--- src/rtl/alu_arbiter_if.sv ---
// Bundle of the two requester ports, the shared-ALU port and the response
// port of alu_arbiter. The arbiter connects through the slave modport; the
// requesters, the ALU and the response consumer sit on the master side.
interface alu_arbiter_if;
    // Requester 0
    logic        req0_valid;
    logic        req0_ready;
    logic [31:0] req0_a;
    logic [31:0] req0_b;
    logic        req0_ipsel;
    logic [4:0]  req0_opsel;
    // Requester 1
    logic        req1_valid;
    logic        req1_ready;
    logic [31:0] req1_a;
    logic [31:0] req1_b;
    logic        req1_ipsel;
    logic [4:0]  req1_opsel;
    // Shared combinational ALU
    logic [31:0] alu_a;
    logic [31:0] alu_b;
    logic        alu_ipsel;
    logic [4:0]  alu_opsel;
    logic [31:0] alu_result;
    logic        alu_carry;
    // Response
    logic        rsp_valid;
    logic        rsp_ready;
    logic        rsp_id;
    logic [31:0] rsp_result;
    logic        rsp_carry;

    modport master (
        output req0_valid, req0_a, req0_b, req0_ipsel, req0_opsel,
        output req1_valid, req1_a, req1_b, req1_ipsel, req1_opsel,
        input  req0_ready, req1_ready,
        input  alu_a, alu_b, alu_ipsel, alu_opsel,
        output alu_result, alu_carry,
        input  rsp_valid, rsp_id, rsp_result, rsp_carry,
        output rsp_ready
    );

    modport slave (
        input  req0_valid, req0_a, req0_b, req0_ipsel, req0_opsel,
        input  req1_valid, req1_a, req1_b, req1_ipsel, req1_opsel,
        output req0_ready, req1_ready,
        output alu_a, alu_b, alu_ipsel, alu_opsel,
        input  alu_result, alu_carry,
        output rsp_valid, rsp_id, rsp_result, rsp_carry,
        input  rsp_ready
    );
endinterface

--- src/rtl/alu_arbiter.sv ---
// Two-requester round-robin arbiter in front of one shared combinational ALU.
// One operation is in flight at a time: IDLE grants, EXEC waits EXEC_CYCLES
// for the ALU to settle, RESP holds the captured result until the consumer
// takes it.
//
// Handshakes: a transfer happens on a rising edge where valid and ready are
// both 1. reqN_ready is combinational and only ever 1 in IDLE for the winner;
// rsp_valid is 1 exactly in RESP and the response payload is held stable
// until rsp_ready is seen high.
module alu_arbiter #(
    parameter int unsigned EXEC_CYCLES = 1   // ALU settle cycles, 1..15
) (
    input  logic               clk,
    input  logic               rst_n,
    alu_arbiter_if.slave       bus,
    output logic [1:0]         dbg_state     // 0 = IDLE, 1 = EXEC, 2 = RESP
);

    typedef enum logic [1:0] {
        IDLE = 2'd0,
        EXEC = 2'd1,
        RESP = 2'd2
    } state_t;

    localparam logic [3:0] CNT_LOAD = 4'(EXEC_CYCLES - 1);

    state_t      state;
    state_t      state_next;
    logic        last_id;      // requester granted most recently
    logic [3:0]  cnt;          // remaining settle cycles minus one
    logic [31:0] op_a;
    logic [31:0] op_b;
    logic        op_ipsel;
    logic [4:0]  op_opsel;
    logic        op_id;
    logic [31:0] rsp_result_q;
    logic        rsp_carry_q;
    logic        rsp_id_q;
    logic        grant;
    logic        grant_id;
    logic        capture;

    // Next-state and grant decision; a tie goes to the requester not served last
    always_comb begin
        state_next = state;
        grant      = 1'b0;
        grant_id   = 1'b0;
        capture    = 1'b0;
        case (state)
            IDLE: begin
                if (bus.req0_valid && bus.req1_valid) begin
                    grant    = 1'b1;
                    grant_id = ~last_id;
                end else if (bus.req0_valid) begin
                    grant    = 1'b1;
                    grant_id = 1'b0;
                end else if (bus.req1_valid) begin
                    grant    = 1'b1;
                    grant_id = 1'b1;
                end
                if (grant) begin
                    state_next = EXEC;
                end
            end
            EXEC: begin
                if (cnt == 4'd0) begin
                    capture    = 1'b1;
                    state_next = RESP;
                end
            end
            RESP: begin
                // The handshake edge only returns to IDLE; the next grant
                // needs a fresh IDLE cycle.
                if (bus.rsp_ready) begin
                    state_next = IDLE;
                end
            end
            default: state_next = IDLE;
        endcase
    end

    // State register
    always_ff @(posedge clk or negedge rst_n) begin
        if (!rst_n) begin
            state <= IDLE;
        end else begin
            state <= state_next;
        end
    end

    // Operand latch, round-robin pointer and settle counter
    always_ff @(posedge clk or negedge rst_n) begin
        if (!rst_n) begin
            last_id  <= 1'b1;   // so requester 0 wins the first tie
            cnt      <= 4'd0;
            op_a     <= 32'd0;
            op_b     <= 32'd0;
            op_ipsel <= 1'b0;
            op_opsel <= 5'd0;
            op_id    <= 1'b0;
        end else if (grant) begin
            last_id  <= grant_id;
            cnt      <= CNT_LOAD;
            op_id    <= grant_id;
            op_a     <= grant_id ? bus.req1_a     : bus.req0_a;
            op_b     <= grant_id ? bus.req1_b     : bus.req0_b;
            op_ipsel <= grant_id ? bus.req1_ipsel : bus.req0_ipsel;
            op_opsel <= grant_id ? bus.req1_opsel : bus.req0_opsel;
        end else if (state == EXEC && cnt != 4'd0) begin
            cnt <= cnt - 4'd1;
        end
    end

    // Response capture once the ALU has settled
    always_ff @(posedge clk or negedge rst_n) begin
        if (!rst_n) begin
            rsp_result_q <= 32'd0;
            rsp_carry_q  <= 1'b0;
            rsp_id_q     <= 1'b0;
        end else if (capture) begin
            rsp_result_q <= bus.alu_result;
            rsp_carry_q  <= bus.alu_carry;
            rsp_id_q     <= op_id;
        end
    end

    // Ready is masked by reset so nothing looks accepted while rst_n is low
    assign bus.req0_ready = rst_n & grant & ~grant_id;
    assign bus.req1_ready = rst_n & grant &  grant_id;

    // The ALU always sees the operand registers, independent of requester inputs
    assign bus.alu_a      = op_a;
    assign bus.alu_b      = op_b;
    assign bus.alu_ipsel  = op_ipsel;
    assign bus.alu_opsel  = op_opsel;

    assign bus.rsp_valid  = (state == RESP);
    assign bus.rsp_id     = rsp_id_q;
    assign bus.rsp_result = rsp_result_q;
    assign bus.rsp_carry  = rsp_carry_q;

    assign dbg_state      = state;

endmodule

--- src/flat_wrapper.sv ---
// flat-port wrapper written by rule: the top's interface ports become plain ports
module alu_arbiter_flat 
#(
    parameter int unsigned EXEC_CYCLES = 1                              
)
  (clk, rst_n, dbg_state, bus_req0_valid, bus_req0_a, bus_req0_b, bus_req0_ipsel, bus_req0_opsel, bus_req1_valid, bus_req1_a, bus_req1_b, bus_req1_ipsel, bus_req1_opsel, bus_req0_ready, bus_req1_ready, bus_alu_a, bus_alu_b, bus_alu_ipsel, bus_alu_opsel, bus_alu_result, bus_alu_carry, bus_rsp_valid, bus_rsp_id, bus_rsp_result, bus_rsp_carry, bus_rsp_ready);
  alu_arbiter_if bus_i ();
  input  logic clk;
  input  logic rst_n;
  output logic [1:0] dbg_state;
  input wire logic [$bits(bus_i.req0_valid)-1:0] bus_req0_valid;
  input wire logic [$bits(bus_i.req0_a)-1:0] bus_req0_a;
  input wire logic [$bits(bus_i.req0_b)-1:0] bus_req0_b;
  input wire logic [$bits(bus_i.req0_ipsel)-1:0] bus_req0_ipsel;
  input wire logic [$bits(bus_i.req0_opsel)-1:0] bus_req0_opsel;
  input wire logic [$bits(bus_i.req1_valid)-1:0] bus_req1_valid;
  input wire logic [$bits(bus_i.req1_a)-1:0] bus_req1_a;
  input wire logic [$bits(bus_i.req1_b)-1:0] bus_req1_b;
  input wire logic [$bits(bus_i.req1_ipsel)-1:0] bus_req1_ipsel;
  input wire logic [$bits(bus_i.req1_opsel)-1:0] bus_req1_opsel;
  output wire logic [$bits(bus_i.req0_ready)-1:0] bus_req0_ready;
  output wire logic [$bits(bus_i.req1_ready)-1:0] bus_req1_ready;
  output wire logic [$bits(bus_i.alu_a)-1:0] bus_alu_a;
  output wire logic [$bits(bus_i.alu_b)-1:0] bus_alu_b;
  output wire logic [$bits(bus_i.alu_ipsel)-1:0] bus_alu_ipsel;
  output wire logic [$bits(bus_i.alu_opsel)-1:0] bus_alu_opsel;
  input wire logic [$bits(bus_i.alu_result)-1:0] bus_alu_result;
  input wire logic [$bits(bus_i.alu_carry)-1:0] bus_alu_carry;
  output wire logic [$bits(bus_i.rsp_valid)-1:0] bus_rsp_valid;
  output wire logic [$bits(bus_i.rsp_id)-1:0] bus_rsp_id;
  output wire logic [$bits(bus_i.rsp_result)-1:0] bus_rsp_result;
  output wire logic [$bits(bus_i.rsp_carry)-1:0] bus_rsp_carry;
  input wire logic [$bits(bus_i.rsp_ready)-1:0] bus_rsp_ready;
  assign bus_i.req0_valid = bus_req0_valid;
  assign bus_i.req0_a = bus_req0_a;
  assign bus_i.req0_b = bus_req0_b;
  assign bus_i.req0_ipsel = bus_req0_ipsel;
  assign bus_i.req0_opsel = bus_req0_opsel;
  assign bus_i.req1_valid = bus_req1_valid;
  assign bus_i.req1_a = bus_req1_a;
  assign bus_i.req1_b = bus_req1_b;
  assign bus_i.req1_ipsel = bus_req1_ipsel;
  assign bus_i.req1_opsel = bus_req1_opsel;
  assign bus_req0_ready = bus_i.req0_ready;
  assign bus_req1_ready = bus_i.req1_ready;
  assign bus_alu_a = bus_i.alu_a;
  assign bus_alu_b = bus_i.alu_b;
  assign bus_alu_ipsel = bus_i.alu_ipsel;
  assign bus_alu_opsel = bus_i.alu_opsel;
  assign bus_i.alu_result = bus_alu_result;
  assign bus_i.alu_carry = bus_alu_carry;
  assign bus_rsp_valid = bus_i.rsp_valid;
  assign bus_rsp_id = bus_i.rsp_id;
  assign bus_rsp_result = bus_i.rsp_result;
  assign bus_rsp_carry = bus_i.rsp_carry;
  assign bus_i.rsp_ready = bus_rsp_ready;
  alu_arbiter #(.EXEC_CYCLES(EXEC_CYCLES)) u_core (.clk(clk), .rst_n(rst_n), .bus(bus_i), .dbg_state(dbg_state));
endmodule
--- config.mk ---
export PLATFORM = sky130hd
export DESIGN_NAME = alu_arbiter_flat
export DESIGN_NICKNAME = d
export VERILOG_FILES = /design/src/rtl/alu_arbiter_if.sv /design/src/rtl/alu_arbiter.sv /design/src/flat_wrapper.sv
export SDC_FILE = /design/constraint.sdc
export NUM_CORES = 1
export LEC_CHECK = 0
export CAP_MARGIN = 20
export CELL_PAD_IN_SITES_DETAIL_PLACEMENT = 0
export CELL_PAD_IN_SITES_GLOBAL_PLACEMENT = 2
export CORE_ASPECT_RATIO = 0.75
export CORE_MARGIN = 5
export CORE_UTILIZATION = 25
export CTS_CLUSTER_SIZE = 25
export DETAILED_ROUTE_END_ITERATION = 8
export PLACE_DENSITY = 0.88
export SLEW_MARGIN = 25
export SYNTH_ARGS = -nofsm -noshare
export SYNTH_HDL_FRONTEND = slang
export SYNTH_SLANG_ARGS = --single-unit
--- constraint.sdc ---
create_clock -name clk -period 3.01 [get_ports clk]
set_clock_uncertainty 0.15 [all_clocks]
set_input_delay 0.602 -clock clk [delete_from_list [all_inputs] [get_ports clk]]
set_output_delay 0.602 -clock clk [all_outputs]
set_load 0.01 [all_outputs]
======== Yosys cells after proc, flatten, opt, wreduce, memory -nomap -nowiden ========
Cells that the tools add are included.
cells by class
  add/sub/neg operators ................... 1
  equality and inequality tests ........... 5
  muxes and demuxes ....................... 20
  reduce and logical (&&, ||, !) cells .... 7
  bitwise operators ....................... 5
operators with widths
  operator             count
  $mux 32              2
  $mux 1               11
  $mux 4               2
  $mux 2               3
  $ne 2x1->1 const B   3
  $pmux 2 s3           1
  $mux 5               1
  $logic_not 4->1      1
  $reduce_bool 4->1    1
  $sub 4x1->4 const B  1
  $and 1x1->1          3
  $reduce_and 3->1     1
  $eq 2x1->1 const B   1
  $eq 2x2->1 const B   1
  $logic_and 1x1->1    2
  $logic_not 2->1      1
  $not 1->1            2
  $reduce_bool 2->1    1
word-level totals
  input port bits ......................... 178
  flip-flop bits (word level) ............. 112
  output and inout port bits .............. 109

======== Longest topological paths before layout ========
  depth after elaboration ................. 7
  gate-level depth with buffers ........... 6
  gate-level depth less buffers ........... 5

======== Worst setup path before layout ========
Ideal clock, no wire load.
  kind .................................... in2out
  start point ............................. in bus_req0_valid
  end point ............................... out bus_req0_ready
  stages on the path ...................... 4
  setup slack ............................. 0.912 ns
  data arrival time ....................... 1.346 ns
  path buffers ............................ 1
  required time ........................... 2.258 ns
  cell sequence ........................... buf_2 -> nand2_1 -> and3_1 -> nor3b_1
on the way
  cells in the longest elaborated chain, start to end .. 6
  elaborated cells on any way between the ends .. 11
  those cells by class .................... mux (7); bitwise (3); reduce/logical (1)
RTL lines
  element                                             RTL line                              RTL
  start, declared                                     flat_wrapper.sv:11                    input wire logic [$bits(bus_i.req0_valid)-1:0] bus_req0_valid;
  $mux 1 / $logic_and 1x1->1 (equally long branches)  alu_arbiter.sv:54, alu_arbiter.sv:51
  $mux 1                                              alu_arbiter.sv:51                     if (bus.req0_valid && bus.req1_valid) begin
  $mux 1 (2 in a row)                                 alu_arbiter.sv:49                     case (state)
  $and 1x1->1                                         alu_arbiter.sv:128                    assign bus.req0_ready = rst_n & grant & ~grant_id;
  $and 1x1->1 *                                       alu_arbiter.sv:128
  end, declared                                       flat_wrapper.sv:21                    output wire logic [$bits(bus_i.req0_ready)-1:0] bus_req0_ready;
Every way passes the cells marked *; elsewhere a longest branch is shown, timed or not. The select of a mux whose other input is x is not followed.

======== Final worst setup path ========
  start point ............................. in bus_req1_valid
  end point ............................... out bus_req0_ready
on the way
  cells in the longest elaborated chain, start to end .. 7
  elaborated cells on any way between the ends .. 12
  those cells by class .................... mux (8); bitwise (3); reduce/logical (1)
RTL lines
  element              RTL line            RTL
  start, declared      flat_wrapper.sv:16  input wire logic [$bits(bus_i.req1_valid)-1:0] bus_req1_valid;
  $mux 1               alu_arbiter.sv:57   end else if (bus.req1_valid) begin
  $mux 1               alu_arbiter.sv:54   end else if (bus.req0_valid) begin
  $mux 1               alu_arbiter.sv:51
  $mux 1 (2 in a row)  alu_arbiter.sv:49
  $and 1x1->1          alu_arbiter.sv:128
  $and 1x1->1 *        alu_arbiter.sv:128
Marked as above.

==> Flow_metrics.wiki <==
{| class="wikitable"
! Metric !! Value
|-
| Run status || completed
|-
| Vias in the first global route || 5,410
|-
| Routed wire length || 21.1 mm
|-
| Core ar. || 0.0219 mm^2
|-
| Critical path buffers and inverters || 2
|-
| Yosys cell types || 32
|-
| Min-delay worst type || register to register
|-
| Synth-to-Final Area Change || 62.6%
|-
| Final Instance Area || 0.00899 mm^2
|-
| Antenna diode count || 0
|-
| H-Tree Depth || 3
|-
| Number of buffers between clock root and the deepest sink || 2
|-
| Signal arrival time at the worst endpoint || 2.04 ns
|-
| Worst setup path startpoint || bus_req1_valid
|-
| Max-cap check violation count || 0
|-
| Worst voltage drop across the vdd grid || 0.412 mV
|-
| Crit-path leading delay family || buffers and inverters
|-
| Post-Layout Cell Count || 1,074
|-
| Wire length of the first global-routing pass || 32.7 mm
|-
| Portion of the post-synthesis area used by sequential elements || 50.7%
|-
| Multiplexer area fraction after synthesis || 9.25%
|-
| Headroom to the max-slew limit || 41.9%
|-
| Number of remaining DRC errors || 0
|-
| Initial DRC Count || 269
|-
| Leakage power total || 3.70 nW
|-
| Detailed-routing iteration count for the pre-antenna-repair pass || 5
|-
| Category of the critical setup timing path || primary input to primary output
|-
| Maximum number of pins on one net before global-route repair || 112
|-
| Inst Count DP || 1,057
|-
| Worst-case register-to-register setup slack || 0.90 ns
|-
| Kind of start point of the critical path || primary input
|-
| Final weighted congestion in routability-driven placement || 0.809
|-
| Worst hold margin || 0.359 ns
|-
| Root Driver || clkbuf_16
|-
| Yosys Warn Count || 0
|-
| Number of I/O pins || 287
|-
| Area share of xor/xnor cells in the synthesized design || 0%
|-
| RSZ-0062 raised after global routing || false
|-
| Area leader, netlist || dfrtp_1
|-
| Post-CTS Resized || 0
|-
| Port-buffer cells || 286
|-
| Post-synthesis instance area || 0.00553 mm^2
|-
| Hold Startpoint || u_core.bus.rsp_result[31]$_DFFE_PN0P_
|-
| Synthesized netlist net count || 698
|-
| DP HPWL || 14.6 mm
|-
| Clock tree from TritonCTS || yes
|-
| Overall die area || 0.0252 mm^2
|-
| Final critical-path required period || 2.79 ns
|-
| Fmax || 0.358 GHz
|-
| Worst flop-to-flop path startpoint || u_core.cnt[0]$_DFFE_PN0P_
|-
| Finish-stage setup viols || 0
|-
| Inserted Clock Buffers || 9
|-
| Largest family of logic cells by synthesized area || compound AO/OA/AOI/OAI gates
|-
| Required time at the endpoint of the critical path || 2.26 ns
|-
| DR vias/cell || 4.92
|-
| Setup TNS || 0 ns
|-
| Capturing element type of the critical path || primary output
|-
| Most numerous cell on the critical path || clkdlybuf4s50_1
|-
| Number of antenna violations at the first check in global routing || 0
|-
| Vias || 5,289
|-
| Clock insertion delay at the later pin of the skew report || 0.35 ns
|-
| Simple-gate portion of the synthesized area || 2.24%
|-
| Cell breakdown of the critical path || clkdlybuf4s50_1 > o21ai_0 > nor3b_1 > clkdlybuf4s50_1
|-
| All-Layer GR Usage || 16.1%
|-
| Utilization after layout || 41.0%
|-
| PD cells || 920 mW/mm^2
|-
| Place WS || 0.238 ns
|-
| Fin nets || 955
|-
| Y dimension of the die || 139 um
|-
| Leading cell types by total area after synthesis || dfrtp_1, o2111ai_1, o211ai_1, mux2_4, o21ai_0
|-
| Flop and latch count out of synthesis || 112
|-
| Final hold viol count || 0
|-
| Clk sink count || 112
|-
| Final period util || 92.7%
|-
| Slowest Stage Delay on Critical Path || 0.56 ns
|-
| Die X || 182 um
|-
| Clock input transition at the sequential cells of the worst setup and hold paths || 0.08 ns
|-
| Post-synthesis area per instance || 10.7 um^2
|-
| Transition at the pin with the smallest max-transition slack || 0.871 ns
|-
| Slew Viols, Final || 0
|-
| Smallest setup slack after layout || 0.220 ns
|-
| Max stage delay cell, worst path || clkdlybuf4s50_1
|-
| Cells after synthesis || 518
|-
| Synth Area in Compound Gates || 28.0%
|-
| Routed wirelength normalized by instance count || 19.7 um
|-
| Total cell area at the placement stage || 0.00870 mm^2
|-
| Remaining global-route overflow || 0
|-
| Total power draw || 8.27 mW
|-
| Starting utilization of the core area || 25.2%
|-
| Adder-Cell Fraction of Synth Area || 0.452%
|-
| Site row count || 47
|-
| Top-area cell type share of the netlist area || 50.2%
|-
| Residual antenna-violating net count after detailed routing || 0
|-
| Layout cell share with drive strength beyond 1 || 9.62%
|-
| Peak fanout along the critical path || 3
|}
metal layers:
layer,vias to the layer above,global-route usage (%),wire length (um)
met3,9,6.11,2030
met5,-,0,0
met4,0,2.80,140
met2,242,23.7,8970
li1,2470,-,-
met1,2568,22.9,9990
worst register-to-register path: cells and delay by family (launching register included):
family	cells	cell delay, ns
fa+ha+maj	1	0.18
simple gates	2	0.68
mux	1	0.48
buf+inv	1	0.11
flops	1	0.39
sequential cells by signal, indices dropped and copies added, names as in the netlist:
| register | cells |
|---|---|
| u_core.bus.alu_a | 32 |
| u_core.bus.alu_b | 32 |
| u_core.bus.rsp_result | 32 |
| u_core.bus.alu_opsel | 5 |
| u_core.cnt | 4 |
| u_core.dbg_state | 2 |
| u_core.bus.alu_ipsel | 1 |
| u_core.bus.rsp_carry | 1 |
| u_core.bus.rsp_id | 1 |
| u_core.last_id | 1 |
| u_core.op_id | 1 |
synthesized netlist by cell type:
cell,n
dfrtp_1,111
o21ai_0,75
inv_1,73
o2111ai_1,70
o211ai_1,70
clkbuf_1,48
mux2_4,29
buf_2,5
mux2_2,5
nand3_1,4
buf_6,3
a21o_1,2
ha_1,2
mux2i_1,2
nand2b_1,2
and2_1,1
and2b_1,1
and3_1,1
dfstp_2,1
inv_2,1
nand2_1,1
nand2_4,1
nor2_1,1
nor2_2,1
nor3_1,1
nor3b_1,1
nor3b_4,1
o221ai_1,1
o22ai_1,1
o31ai_1,1
or2_1,1
or3b_2,1
cell families (layout without fill, tap and decap cells):
logic type	after synthesis	in the layout
compound gates	220	220
fa+ha+maj	2	2
buf+inv	130	392
flops	112	112
mux	36	36
simple gates	18	18
area by class of cell:
| class | count | area [um^2] |
|---|---|---|
| timing repair buffer | 302 | 3030 |
| inverter | 74 | 278 |
| clock inverter | 6 | 51.3 |
| fill | 2115 | 12900 |
| clock buffer | 10 | 229 |
| multi-input combinational | 276 | 2240 |
| tap | 294 | 368 |
| sequential | 112 | 2800 |
timing repair:
item                                   CTS  global route
buffers inserted                         0             0
hold buffers                             1             0
endpoints found under the hold margin    1             0
cell usage in the layout, fill, tap and decap left out, types with 2 or more instances in the layout:
cell	count
a21o_1	2
buf_12	4
buf_4	12
clkbuf_16	9
clkdlybuf4s50_1	284
clkinvlp_4	2
dfrtp_1	111
ha_1	2
inv_1	73
inv_8	2
mux2_2	5
mux2_4	29
mux2i_1	2
nand2b_1	2
nand3_1	3
nor2_4	2
o2111ai_1	70
o211ai_1	70
o21ai_0	75
power breakdown:
part           switching (mW)  leakage [nW]  internal, mW  total (mW)
clock                   0.616         0.133         0.578        1.19
sequential              0.398          1.36          2.26        2.65
combinational            2.05          2.21          2.37        4.42
worst paths after layout:
path / endpoint / depth (start not counted)
max: bus_req0_ready / 4
min: u_core.bus.rsp_result[31]$_DFFE_PN0P_ / 1
max reg2reg: u_core.bus.rsp_result[19]$_DFFE_PN0P_ / 5
min reg2reg: u_core.bus.rsp_result[31]$_DFFE_PN0P_ / 1
max in group asynchronous: u_core.bus.rsp_result[19]$_DFFE_PN0P_ / 3
min in group asynchronous: u_core.bus.alu_b[14]$_DFFE_PN0P_ / 2
Note: power is estimated with default switching activity, not from simulation.
